### src/rtl/kalu_issue.sv
// kalu_issue: instruction FIFO, 8x8 register bank and IDLE/EXEC/WB sequencer that
// drives the combinational K_ALU8 with a registered command and writes its result back.
module kalu_issue #(
    parameter int FIFO_DEPTH = 4,
    parameter int NREG       = 8
) (
    input  logic        clk,
    input  logic        rst,
    input  logic        in_valid,
    output logic        in_ready,
    input  logic [19:0] in_instr,
    output logic [31:0] command,
    input  logic [7:0]  alu_res,
    output logic        wb_valid,
    output logic [2:0]  wb_rd,
    output logic [7:0]  wb_data,
    output logic        busy,
    input  logic [2:0]  dbg_addr,
    output logic [7:0]  dbg_data
);
    localparam int PW = $clog2(FIFO_DEPTH);
    localparam logic [PW-1:0] PTR_ONE  = PW'(1);
    localparam logic [PW:0]   CNT_ZERO = (PW+1)'(0);
    localparam logic [PW:0]   CNT_ONE  = (PW+1)'(1);
    localparam logic [PW:0]   CNT_FULL = (PW+1)'(FIFO_DEPTH);

    typedef enum logic [1:0] {
        IDLE = 2'd0,
        EXEC = 2'd1,
        WB   = 2'd2
    } state_t;

    // Queue entries drop the always-zero bits [11:8]:
    // [15] li, [14:11] func, [10:8] rd, [7:0] imm or {0,rs,0,rt}.
    logic [15:0]   fifo_r [FIFO_DEPTH];
    logic [PW-1:0] wr_ptr_r;
    logic [PW-1:0] rd_ptr_r;
    logic [PW:0]   count_r;
    logic [7:0]    regs_r [NREG];
    state_t        state_r;
    state_t        state_s;
    logic [31:0]   command_r;
    logic          wb_valid_r;
    logic [2:0]    wb_rd_r;
    logic [7:0]    wb_data_r;

    logic          full_s;
    logic          push_s;
    logic          pop_s;
    logic          load_s;
    logic          have_next_s;
    logic [15:0]   in_entry_s;
    logic [15:0]   head_s;
    logic [15:0]   next_s;
    logic [15:0]   src_s;
    logic [7:0]    opa_s;
    logic [7:0]    opb_s;
    logic [31:0]   cmd_s;
    logic          unused_s;

    function automatic logic [31:0] build_cmd(input logic       li,
                                              input logic [3:0] func,
                                              input logic [7:0] a,
                                              input logic [7:0] b);
        if (li) begin
            build_cmd = {func, 28'h0000000};
        end else begin
            build_cmd = {func, 12'h000, a, b};
        end
    endfunction

    assign in_entry_s  = {in_instr[19:12], in_instr[7:0]};
    assign full_s      = (count_r == CNT_FULL);
    assign push_s      = in_valid && !full_s;
    assign head_s      = fifo_r[rd_ptr_r];
    // With only the retiring entry left, the follower can only be the word arriving now.
    assign next_s      = (count_r > CNT_ONE) ? fifo_r[rd_ptr_r + PTR_ONE] : in_entry_s;
    assign have_next_s = (count_r > CNT_ONE) || push_s;
    assign unused_s    = ^{in_instr[11:8], src_s[10:7], src_s[3]};

    assign in_ready = !full_s;
    assign busy     = (state_r != IDLE) || (count_r != CNT_ZERO);
    assign command  = command_r;
    assign wb_valid = wb_valid_r;
    assign wb_rd    = wb_rd_r;
    assign wb_data  = wb_data_r;
    assign dbg_data = regs_r[dbg_addr];

    // Sequencer next state, command load and FIFO pop decisions.
    always_comb begin
        state_s = state_r;
        load_s  = 1'b0;
        pop_s   = 1'b0;
        src_s   = head_s;
        case (state_r)
            IDLE: begin
                if (count_r != CNT_ZERO) begin
                    load_s  = 1'b1;
                    state_s = EXEC;
                end else begin
                    state_s = IDLE;
                end
            end
            EXEC: begin
                state_s = WB;
            end
            WB: begin
                pop_s = 1'b1;
                if (have_next_s) begin
                    load_s  = 1'b1;
                    src_s   = next_s;
                    state_s = EXEC;
                end else begin
                    state_s = IDLE;
                end
            end
            default: begin
                state_s = IDLE;
            end
        endcase
    end

    // Operand fetch; in WB the bank write lands at the same edge, so forward it.
    always_comb begin
        if ((state_r == WB) && (src_s[6:4] == wb_rd_r)) begin
            opa_s = wb_data_r;
        end else begin
            opa_s = regs_r[src_s[6:4]];
        end
        if ((state_r == WB) && (src_s[2:0] == wb_rd_r)) begin
            opb_s = wb_data_r;
        end else begin
            opb_s = regs_r[src_s[2:0]];
        end
        cmd_s = build_cmd(src_s[15], src_s[14:11], opa_s, opb_s);
    end

    // Sequencer state register.
    always_ff @(posedge clk) begin
        if (rst) begin
            state_r <= IDLE;
        end else begin
            state_r <= state_s;
        end
    end

    // FIFO pointers and occupancy.
    always_ff @(posedge clk) begin
        if (rst) begin
            wr_ptr_r <= '0;
            rd_ptr_r <= '0;
            count_r  <= CNT_ZERO;
        end else begin
            if (push_s) begin
                wr_ptr_r <= wr_ptr_r + PTR_ONE;
            end
            if (pop_s) begin
                rd_ptr_r <= rd_ptr_r + PTR_ONE;
            end
            case ({push_s, pop_s})
                2'b10:   count_r <= count_r + CNT_ONE;
                2'b01:   count_r <= count_r - CNT_ONE;
                default: count_r <= count_r;
            endcase
        end
    end

    // FIFO storage; stale contents are never read because occupancy gates every access.
    always_ff @(posedge clk) begin
        if (push_s) begin
            fifo_r[wr_ptr_r] <= in_entry_s;
        end
    end

    // Register bank, written once per retired instruction.
    always_ff @(posedge clk) begin
        if (rst) begin
            for (int i = 0; i < NREG; i++) begin
                regs_r[i] <= 8'h00;
            end
        end else if (state_r == WB) begin
            regs_r[wb_rd_r] <= wb_data_r;
        end
    end

    // Command word to the ALU; holds until the next load.
    always_ff @(posedge clk) begin
        if (rst) begin
            command_r <= 32'h0000_0000;
        end else if (load_s) begin
            command_r <= cmd_s;
        end
    end

    // Result capture at the end of EXEC, presented during WB.
    always_ff @(posedge clk) begin
        if (rst) begin
            wb_valid_r <= 1'b0;
            wb_rd_r    <= 3'd0;
            wb_data_r  <= 8'h00;
        end else if (state_r == EXEC) begin
            wb_valid_r <= 1'b1;
            wb_rd_r    <= head_s[10:8];
            wb_data_r  <= head_s[15] ? head_s[7:0] : alu_res;
        end else begin
            wb_valid_r <= 1'b0;
        end
    end

endmodule
### config.mk
export PLATFORM = sky130hd
export DESIGN_NAME = kalu_issue
export DESIGN_NICKNAME = d
export VERILOG_FILES = /design/src/rtl/kalu_issue.sv
export SDC_FILE = /design/constraint.sdc
export NUM_CORES = 1
export LEC_CHECK = 0
export ABC_AREA = 1
export BUFFER_PORTS_ARGS = -buffer_cell sky130_fd_sc_hd__buf_4
export CAP_MARGIN = 20
export CORE_MARGIN = 5
export CORE_UTILIZATION = 41
export CTS_BUF_LIST = sky130_fd_sc_hd__clkbuf_4 sky130_fd_sc_hd__clkbuf_8 sky130_fd_sc_hd__clkbuf_16
export DETAILED_ROUTE_END_ITERATION = 8
export PLACE_DENSITY = 0.65
export SYNTH_ARGS = -nofsm -noshare
export SYNTH_HDL_FRONTEND = slang
export SYNTH_SLANG_ARGS = --single-unit
export TNS_END_PERCENT = 100
### constraint.sdc
create_clock -name clk -period 2.74 [get_ports clk]
set_clock_uncertainty 0.05 [all_clocks]
set_input_delay 0.274 -clock clk [delete_from_list [all_inputs] [get_ports clk]]
set_output_delay 0.274 -clock clk [all_outputs]
set_load 0.005 [all_outputs]
; ---- Word-level counts from Yosys, hierarchy flattened
; Memory sizes are Yosys's and may differ from the RTL's. A register that Yosys moved wholly into a read port is not among the register bits.
; Index checks and enable logic that the tools add are counted.
[totals]
mem_bits_rw = 128
register_bits = 53
n_memories = 2
[mem_list]
columns = memory, depth, width, read_ports, rd_clocked_by_memory_dff, write_ports, line
row1 = fifo_r, 4, 16, 2, 1, 1, 35  ; logic [15:0] fifo_r [FIFO_DEPTH];
row2 = regs_r, 8, 8, 3, 0, 8, 39  ; logic [7:0] regs_r [NREG];
[op_classes]
muxes = 27
n_eq_ne = 7
reduce_logical = 11
add_sub_neg = 4
magnitude_cmp = 1
[ops]
columns = op, n
row1 = $mux 16, 4
row2 = $mux 8, 4
row3 = $mux 1, 13
row4 = $reduce_or 8->1, 1
row5 = $eq 3x3->1, 2
row6 = $pmux 2 s3, 1
row7 = $pmux 3 s2, 1
row8 = $add 2x1->2 const B, 2
row9 = $eq 2x1->1 const B, 2
row10 = $eq 2x2->1 const B, 2
row11 = $mux 2, 2
row12 = $reduce_bool 2->1, 2
row13 = $add 3x1->3 const B, 1
row14 = $eq 3x3->1 const B, 1
row15 = $gt 3x1->1 const B, 1
row16 = $logic_and 1x1->1, 3
row17 = $mux 3, 1
row18 = $reduce_bool 3->1, 1
row19 = $sub 3x1->3 const B, 1
row20 = $logic_not 2->1, 1
row21 = $logic_or 1x1->1, 2
row22 = $pmux 1 s2, 1
row23 = $logic_not 1->1, 1

; ---- Depth between registers and ports, before layout
; Gate-level depths: netlist (run 1).
[depth]
depth_word = 10
ltp_mapped = 18
mapped_depth_nobuf = 17

; ---- Worst setup path before layout (run 1)
; No wires, ideal clock.
[synth_path]
path_kind = reg2reg
start = reg count_r[1]
end = reg command_r[0] (netlist: command[0])
arrival_time_ns = 1.959
period_less_slack_ns = 2.075
slack_ns = 0.665
setup_time_ns = 0.066
required_time_ns = 2.624
path_stages_with_launch = 17
cell_sequence = dfxtp_1 > inv_1 > ha_1 > inv_1 > o21ai_1 > nand2_1 > buf_2 > nand2_1 > nand2_2 > nand2_4 > inv_2 > nor2_4 > nor2_8 > nand2_4 > nand3_2 > nand2_2 > a21oi_2
[synth_between]
elab_chain_len = 10
word_cells_on_any_way = 17
classes_between = order compare: 1 / eq/ne: 2 / mux: 8 / reduce/logical: 5 / memory: 1
[synth_lines]
columns = element, line
row1 = start: declaration, 38  ; logic [PW:0] count_r;
row2 = start signal: assignment, 161  ; 2'b10: count_r <= count_r + CNT_ONE;
row3 = start signal: assignment, 162  ; 2'b01: count_r <= count_r - CNT_ONE;
row4 = start signal: assignment, 163  ; default: count_r <= count_r;
row5 = branches (longest 10 deep; another with $mem_v2 8x8), --
row6 = end signal: assignment, 191  ; command_r <= cmd_s;
row7 = end: declaration, 42  ; logic [31:0] command_r;
; Several ways; the timed one is not identified.
; A chain may end at the register's enable or synchronous reset.

; ---- Worst setup path after layout (run 1)
[layout_path]
start = reg count_r[1]
end = reg command_r[9] (netlist: command[9])
[layout_between]
elab_chain_len = 10
word_cells_on_any_way = 17
classes_between = order compare: 1 / eq/ne: 2 / mux: 8 / reduce/logical: 5 / memory: 1
[layout_lines]
columns = element
row1 = branches (longest 10 deep; another with $mem_v2 8x8)
; Several ways; the timed one is not identified.

==> results of run 1 <==
==> worst paths after layout <==
kind / startpoint / end / slack, ps / cells past startpoint
max: count_r[1] / command[9] / 150 / 17
min: in_instr[5] / fifo_r[3][5] / 20 / 1
max reg2reg: count_r[1] / command[9] / 150 / 17
min reg2reg: command[28] / command[28] / 420 / 2
==> kinds of logic after synthesis <==
| kind of cell | after synthesis | share of synthesized area |
|---|---|---|
| other | 1 | 0.000391 |
| XOR/XNOR | 1 | 0.000914 |
| AND/OR/NAND/NOR | 630 | 0.305 |
| adder cells (fa/ha/maj) | 9 | 0.0118 |
| buffers and inverters | 156 | 0.0767 |
| AO/OA/AOI/OAI | 184 | 0.116 |
| flip-flops | 170 | 0.489 |
==> cells in the mapped netlist, types with 3 or more instances <==
master,n,area share
buf_4,13,0.010
dfxtp_1,42,0.088
nand3_1,195,0.10
o21ai_1,11,0.0057
a31oi_1,10,0.0065
o211ai_1,3,0.0024
edfxtp_1,128,0.40
nor2_4,4,0.0047
buf_2,26,0.014
a221oi_1,9,0.0082
nor2_8,3,0.0063
o22ai_1,17,0.011
nand2_1,195,0.076
buf_6,8,0.0094
inv_1,68,0.027
nor2_1,183,0.072
clkbuf_1,27,0.011
nand3_2,11,0.011
ha_1,9,0.012
o21ai_0,78,0.041
a21oi_2,16,0.015
inv_4,3,0.0020
nand2_2,24,0.016
inv_2,11,0.0043
a21oi_1,32,0.017
nand2_4,12,0.014
==> final cells by class <==
cell class,count,area [sq um],area share
repair buffers,115,923,0.0832
well taps,319,399,0.0360
flip-flops and latches,170,4680,0.422
clock buffers,18,439,0.0396
clock inverters,14,126,0.0114
inverters,82,315,0.0284
multi-input cells,836,4210,0.379
==> layer usage <==
metal | GRT usage | routed length (um) | vias up
met1 | 0.279 | 11800 | 3975
met4 | 0.117 | 1390 | 0
met2 | 0.357 | 13800 | 372
met3 | 0.0326 | 1770 | 86
met5 | 0 | 0 | -
li1 | - | - | 4044
==> registers in the layout, indices dropped and copies added (netlist names), named ones only <==
name / flops
command: 20
count_r: 3
fifo_r: 64
rd_ptr_r: 2
regs_r: 64
state_r: 2
wb_data: 8
wb_rd: 3
wr_ptr_r: 2
==> timing repair <==
item                                    4_1_cts  5_1_grt
resized for setup                             0        2
hold buffers                                  8        1
hold endpoints to repair                     28        3
endpoints found under the setup margin        0       16
==> critical path, cell delays in order (launching register included) <==
cell and delay [ps]:
dfxtp_1 330, inv_1 140, ha_1 190, inv_1 40
o21ai_1 120, nand2_2 200, buf_4 210, nor2_1 100
nor2_1 70, nand2_2 90, nand2_4 70, inv_4 150
nor2_4 60, nor2_8 210, nand2_4 130, nand3_1 160
nand2_1 90, a21oi_2 110
==> power by group through the flow <==
stage,combinational [mW],sequential [mW],clock [mW]
finish,2.87,3.13,2.34
global placement,2.81,3.18,0
CTS,2.85,3.13,2.36
detailed placement,2.83,3.18,0
floorplan,1.89,3.15,0
global route,3.13,3.15,2.49
==> flow_metrics.py, run 1 <==
metrics = {
    "cells_and_area": {
        "final_area_sq_um": 11100,
        "most-common-layout-cells": "nand3_1, nand2_1, nor2_1, edfxtp_1, buf_4",
        "layout-drive-gt1-share": 0.185,
        "n_antenna_cell": 0,
        "final_common_cell": "nand3_1",
        "fillerInstances": 2289,
        "area_growth_pct": 15.8,
        "final_cells": 1554,
        "final_core_util": 0.477,
        "num-nets-final": 1265,
    },
    "grt": {
        "track_usage": 0.218,
        "grt_max_degree": 34,
        "grt_pass1_wl_mm": 44.9,
        "antenna_found_initial": 0,
        "overflow": 0,
        "grt_pass1_vias": 8225,
    },
    "critical_path": {
        "worst-setup-path-type": "flop to flop",
        "worstSetupStartpointType": "flop",
        "cp.arrival_ps": 2910,
        "critPathRequiredTime_ps": 3060,
        "path_max_fanout": 10,
        "cp-end-kind": "flop",
    },
    "timing": {
        "finalSetupViolations": 0,
        "fmax_mhz": 386,
        "fin_crit_sh": 0.946,
        "hold_violations": 0,
        "finalCriticalPeriod_ps": 2590,
        "setup_slack_ps": 147,
        "worstMarginPinSlew_ps": 640,
        "rsz0062_at_grt": "no",
        "slew_violations": 0,
        "setup_tns_ps": 0,
        "finalHoldWorstSlack_ps": 16.7,
        "slew_headroom": 0.573,
    },
    "pwr": {
        "power_frac_comb": 0.344,
        "power.internal_mw": 5.15,
        "net-switching-power_mw": 3.18,
        "p_seq_frac": 0.375,
        "clkPwrFrac": 0.281,
        "ir_drop_mv": 0.432,
        "power_mw": 8.34,
        "p_sw_frac": 0.382,
        "leakagePower_nw": 4.48,
        "powerDensity_nw_per_um2": 751,
    },
    "status": {
        "outcome": "completed",
    },
    "min_path": {
        "min_path_type": "primary input to flop",
    },
    "routing": {
        "dr.pass1.iters": 7,
        "via_per_inst": 5.45,
        "wl_mm": 28.7,
        "wl_per_cell_um": 18.5,
        "drtIter0Drc": 1244,
        "ant_nets": 0,
        "vias": 8477,
        "drc_errors": 0,
    },
    "placed_design": {
        "dp_hpwl_mm": 19.8,
        "dp_slack_ps": 78.8,
        "port_buffers": 71,
        "gp_congestion": 0.931,
        "placed_area_sq_um": 10400,
        "place_inst": 1513,
    },
    "floorplan": {
        "rows": 56,
        "fp.dieArea_sq_um": 26500,
        "ioPinCount": 88,
        "die_w_um": 163,
        "initial_core_util": 0.412,
        "die_h_um": 163,
        "fp.coreArea_sq_um": 23300,
    },
    "synth": {
        "synth.yosys.seq_area_share": 0.489,
        "ys.flop_type": "edfxtp_1",
        "yosys_register_bits": 170,
        "netlist_instances": 1151,
        "synthArstFlopShare": 0,
        "syn_avg_cell_area_sq_um": 8.32,
        "synth.distinct_cells": 39,
        "synth_warnings": 0,
        "syn_area_sq_um": 9580,
        "synth-edff-count": 128,
    },
    "cts": {
        "tritoncts": "done",
        "cts_buffers": 17,
        "clock_latency_ps": 440,
        "cts_sinks": 170,
        "htreeDepth": 4,
        "cts_max_path_buffers": 2,
        "clk_pin_slew_ps": 70,
        "clock-root-buffer": "clkbuf_16",
        "postCtsSetupBuffers": 0,
    },
    "run": {
        "drv_cap": 0,
    },
}
Power figures use the tool's default switching activity.
==> run 2: changes to the inputs <==
--- a/config.mk
+++ b/config.mk
@@ -13,6 +13,7 @@
 export CTS_BUF_LIST = sky130_fd_sc_hd__clkbuf_4 sky130_fd_sc_hd__clkbuf_8 sky130_fd_sc_hd__clkbuf_16
 export DETAILED_ROUTE_END_ITERATION = 8
 export PLACE_DENSITY = 0.65
+export REMOVE_ABC_BUFFERS = 1
 export SYNTH_ARGS = -nofsm -noshare
 export SYNTH_HDL_FRONTEND = slang
 export SYNTH_SLANG_ARGS = --single-unit
==> run 2 against run 1 <==
Routed wire length shrank 2.7%. First-iteration DRC count shrank 4.5%. Die area is the same. Clock power grew 6%. Critical endpoint is now command[11]. Largest power group unchanged.
==> flow_metrics.py, run 2 (synthesis results as in run 1) <==
metrics = {
    "status": {
        "outcome": "completed",
    },
    "timing": {
        "worstMarginPinSlew_ps": 679,
        "setup_tns_ps": 0,
        "hold_violations": 0,
        "rsz0062_at_grt": "no",
        "finalCriticalPeriod_ps": 2480,
        "fin_crit_sh": 0.905,
        "finalHoldWorstSlack_ps": 143,
        "fmax_mhz": 403,
        "slew_headroom": 0.547,
        "slew_violations": 0,
        "finalSetupViolations": 0,
    },
    "cts": {
        "clock-root-buffer": "clkbuf_16",
        "clk_pin_slew_ps": 80,
        "cts_sinks": 170,
        "postCtsSetupBuffers": 0,
        "cts_max_path_buffers": 2,
        "tritoncts": "done",
        "clock_latency_ps": 440,
        "cts_buffers": 17,
        "htreeDepth": 4,
    },
    "routing": {
        "wl_mm": 27.9,
        "via_per_inst": 5.48,
        "drtIter0Drc": 1188,
        "drc_errors": 0,
        "dr.pass1.iters": 6,
        "wl_per_cell_um": 18.0,
        "vias": 8509,
        "ant_nets": 0,
    },
    "cells_and_area": {
        "final_area_sq_um": 11200,
        "num-nets-final": 1265,
        "final_cells": 1554,
        "regArea_sq_um": 4690,
        "layout-drive-gt1-share": 0.180,
        "fillerInstances": 2266,
        "multi_input_area_sq_um": 4210,
        "most-common-layout-cells": "nand2_1, nand3_1, nor2_1, edfxtp_1, buf_4",
        "n_antenna_cell": 0,
        "area_growth_pct": 16.4,
    },
    "placed_design": {
        "gp_congestion": 0.954,
        "placed_area_sq_um": 10400,
        "dp_hpwl_mm": 19.5,
        "place_inst": 1506,
        "port_buffers": 71,
    },
    "pwr": {
        "leakagePower_nw": 4.49,
        "power_mw": 8.38,
        "ir_drop_mv": 0.562,
        "powerDensity_nw_per_um2": 752,
    },
    "min_path": {
        "min_path_type": "primary input to flop",
        "min_delay_path_depth": 3,
    },
    "grt": {
        "grt_max_degree": 34,
        "grt_pass1_vias": 7933,
        "track_usage": 0.212,
        "antenna_found_initial": 0,
        "overflow": 0,
        "grt_pass1_wl_mm": 44.0,
    },
    "critical_path": {
        "critPathRequiredTime_ps": 3060,
        "worstSetupStartpointType": "flop",
        "path_max_fanout": 32,
        "r2r_cells": 13,
        "worst-setup-path-type": "flop to flop",
        "cp.arrival_ps": 2800,
        "cp-end-kind": "flop",
    },
    "floorplan": {
        "initial_core_util": 0.412,
        "fp.coreArea_sq_um": 23300,
        "ioPinCount": 88,
        "rows": 56,
        "die_w_um": 163,
        "fp.dieArea_sq_um": 26500,
        "die_h_um": 163,
    },
    "run": {
        "drv_cap": 0,
    },
}
run 2: path summary, 6_finish.rpt:
| kind | slack (ps) | endpoint | start |
|---|---|---|---|
| worst max-delay path | 260 | command[11] | rd_ptr_r[0] |
| worst min-delay path | 140 | wb_data[7] | alu_res[7] |
| worst max register to register | 260 | command[11] | rd_ptr_r[0] |
| worst min register to register | 430 | command[13] | command[13] |
run 2: power breakdown:
| part | internal [mW] | switching [mW] | leakage (nW) | total (mW) |
|---|---|---|---|---|
| clock | 1.32 | 1.15 | 0.296 | 2.47 |
| sequential | 2.97 | 0.160 | 1.59 | 3.13 |
| combinational | 0.943 | 1.83 | 2.60 | 2.78 |
| total | 5.24 | 3.15 | 4.49 | 8.38 |
run 2: worst max-delay path, cell delays in order, from the launching register on:
cell	delay [ps]
dfxtp_1	560
nand2_2	310
nor2_1	180
a21oi_1	60
nand2_1	60
nand2_1	80
nand2_4	110
buf_4	340
nand3_1	120
nand3_1	100
nand3_1	100
nand3_1	140
nand2_1	80
a21oi_2	110
run 2: layout make-up:
| type | instances | area share |
|---|---|---|
| repair buffers | 115 | 0.0832 |
| clock inverters | 14 | 0.0162 |
| inverters | 82 | 0.0285 |
| clock buffers | 18 | 0.0388 |
| well taps | 319 | 0.0358 |
| flip-flops and latches | 170 | 0.420 |
| multi-input cells | 836 | 0.377 |
run 2: routing by layer:
| layer | vias to the layer above | part of all wire | GRT usage |
|---|---|---|---|
| met5 | - | 0 | 0 |
| met4 | 0 | 0.025 | 0.0686 |
| met3 | 55 | 0.081 | 0.0385 |
| met2 | 420 | 0.49 | 0.357 |
| met1 | 3991 | 0.41 | 0.279 |
| li1 | 4043 | - | - |
run 2: per-stage QoR:
| stage | setup WS (ps) | util |
|---|---|---|
| after CTS | 184 | 0.479 |
| after detailed placement | 198 | 0.446 |
| after global placement | 221 | 0.446 |
| after global routing | 10.8 | 0.479 |
| after floorplan | -22.2 | - |
| final | 260 | 0.479 |
run 2: timing repair:
action | CTS | global route
resized for setup | 0 | 4
hold endpoints to repair | 64 | 0
endpoints found under the setup margin | 0 | 13
hold buffers | 16 | 0
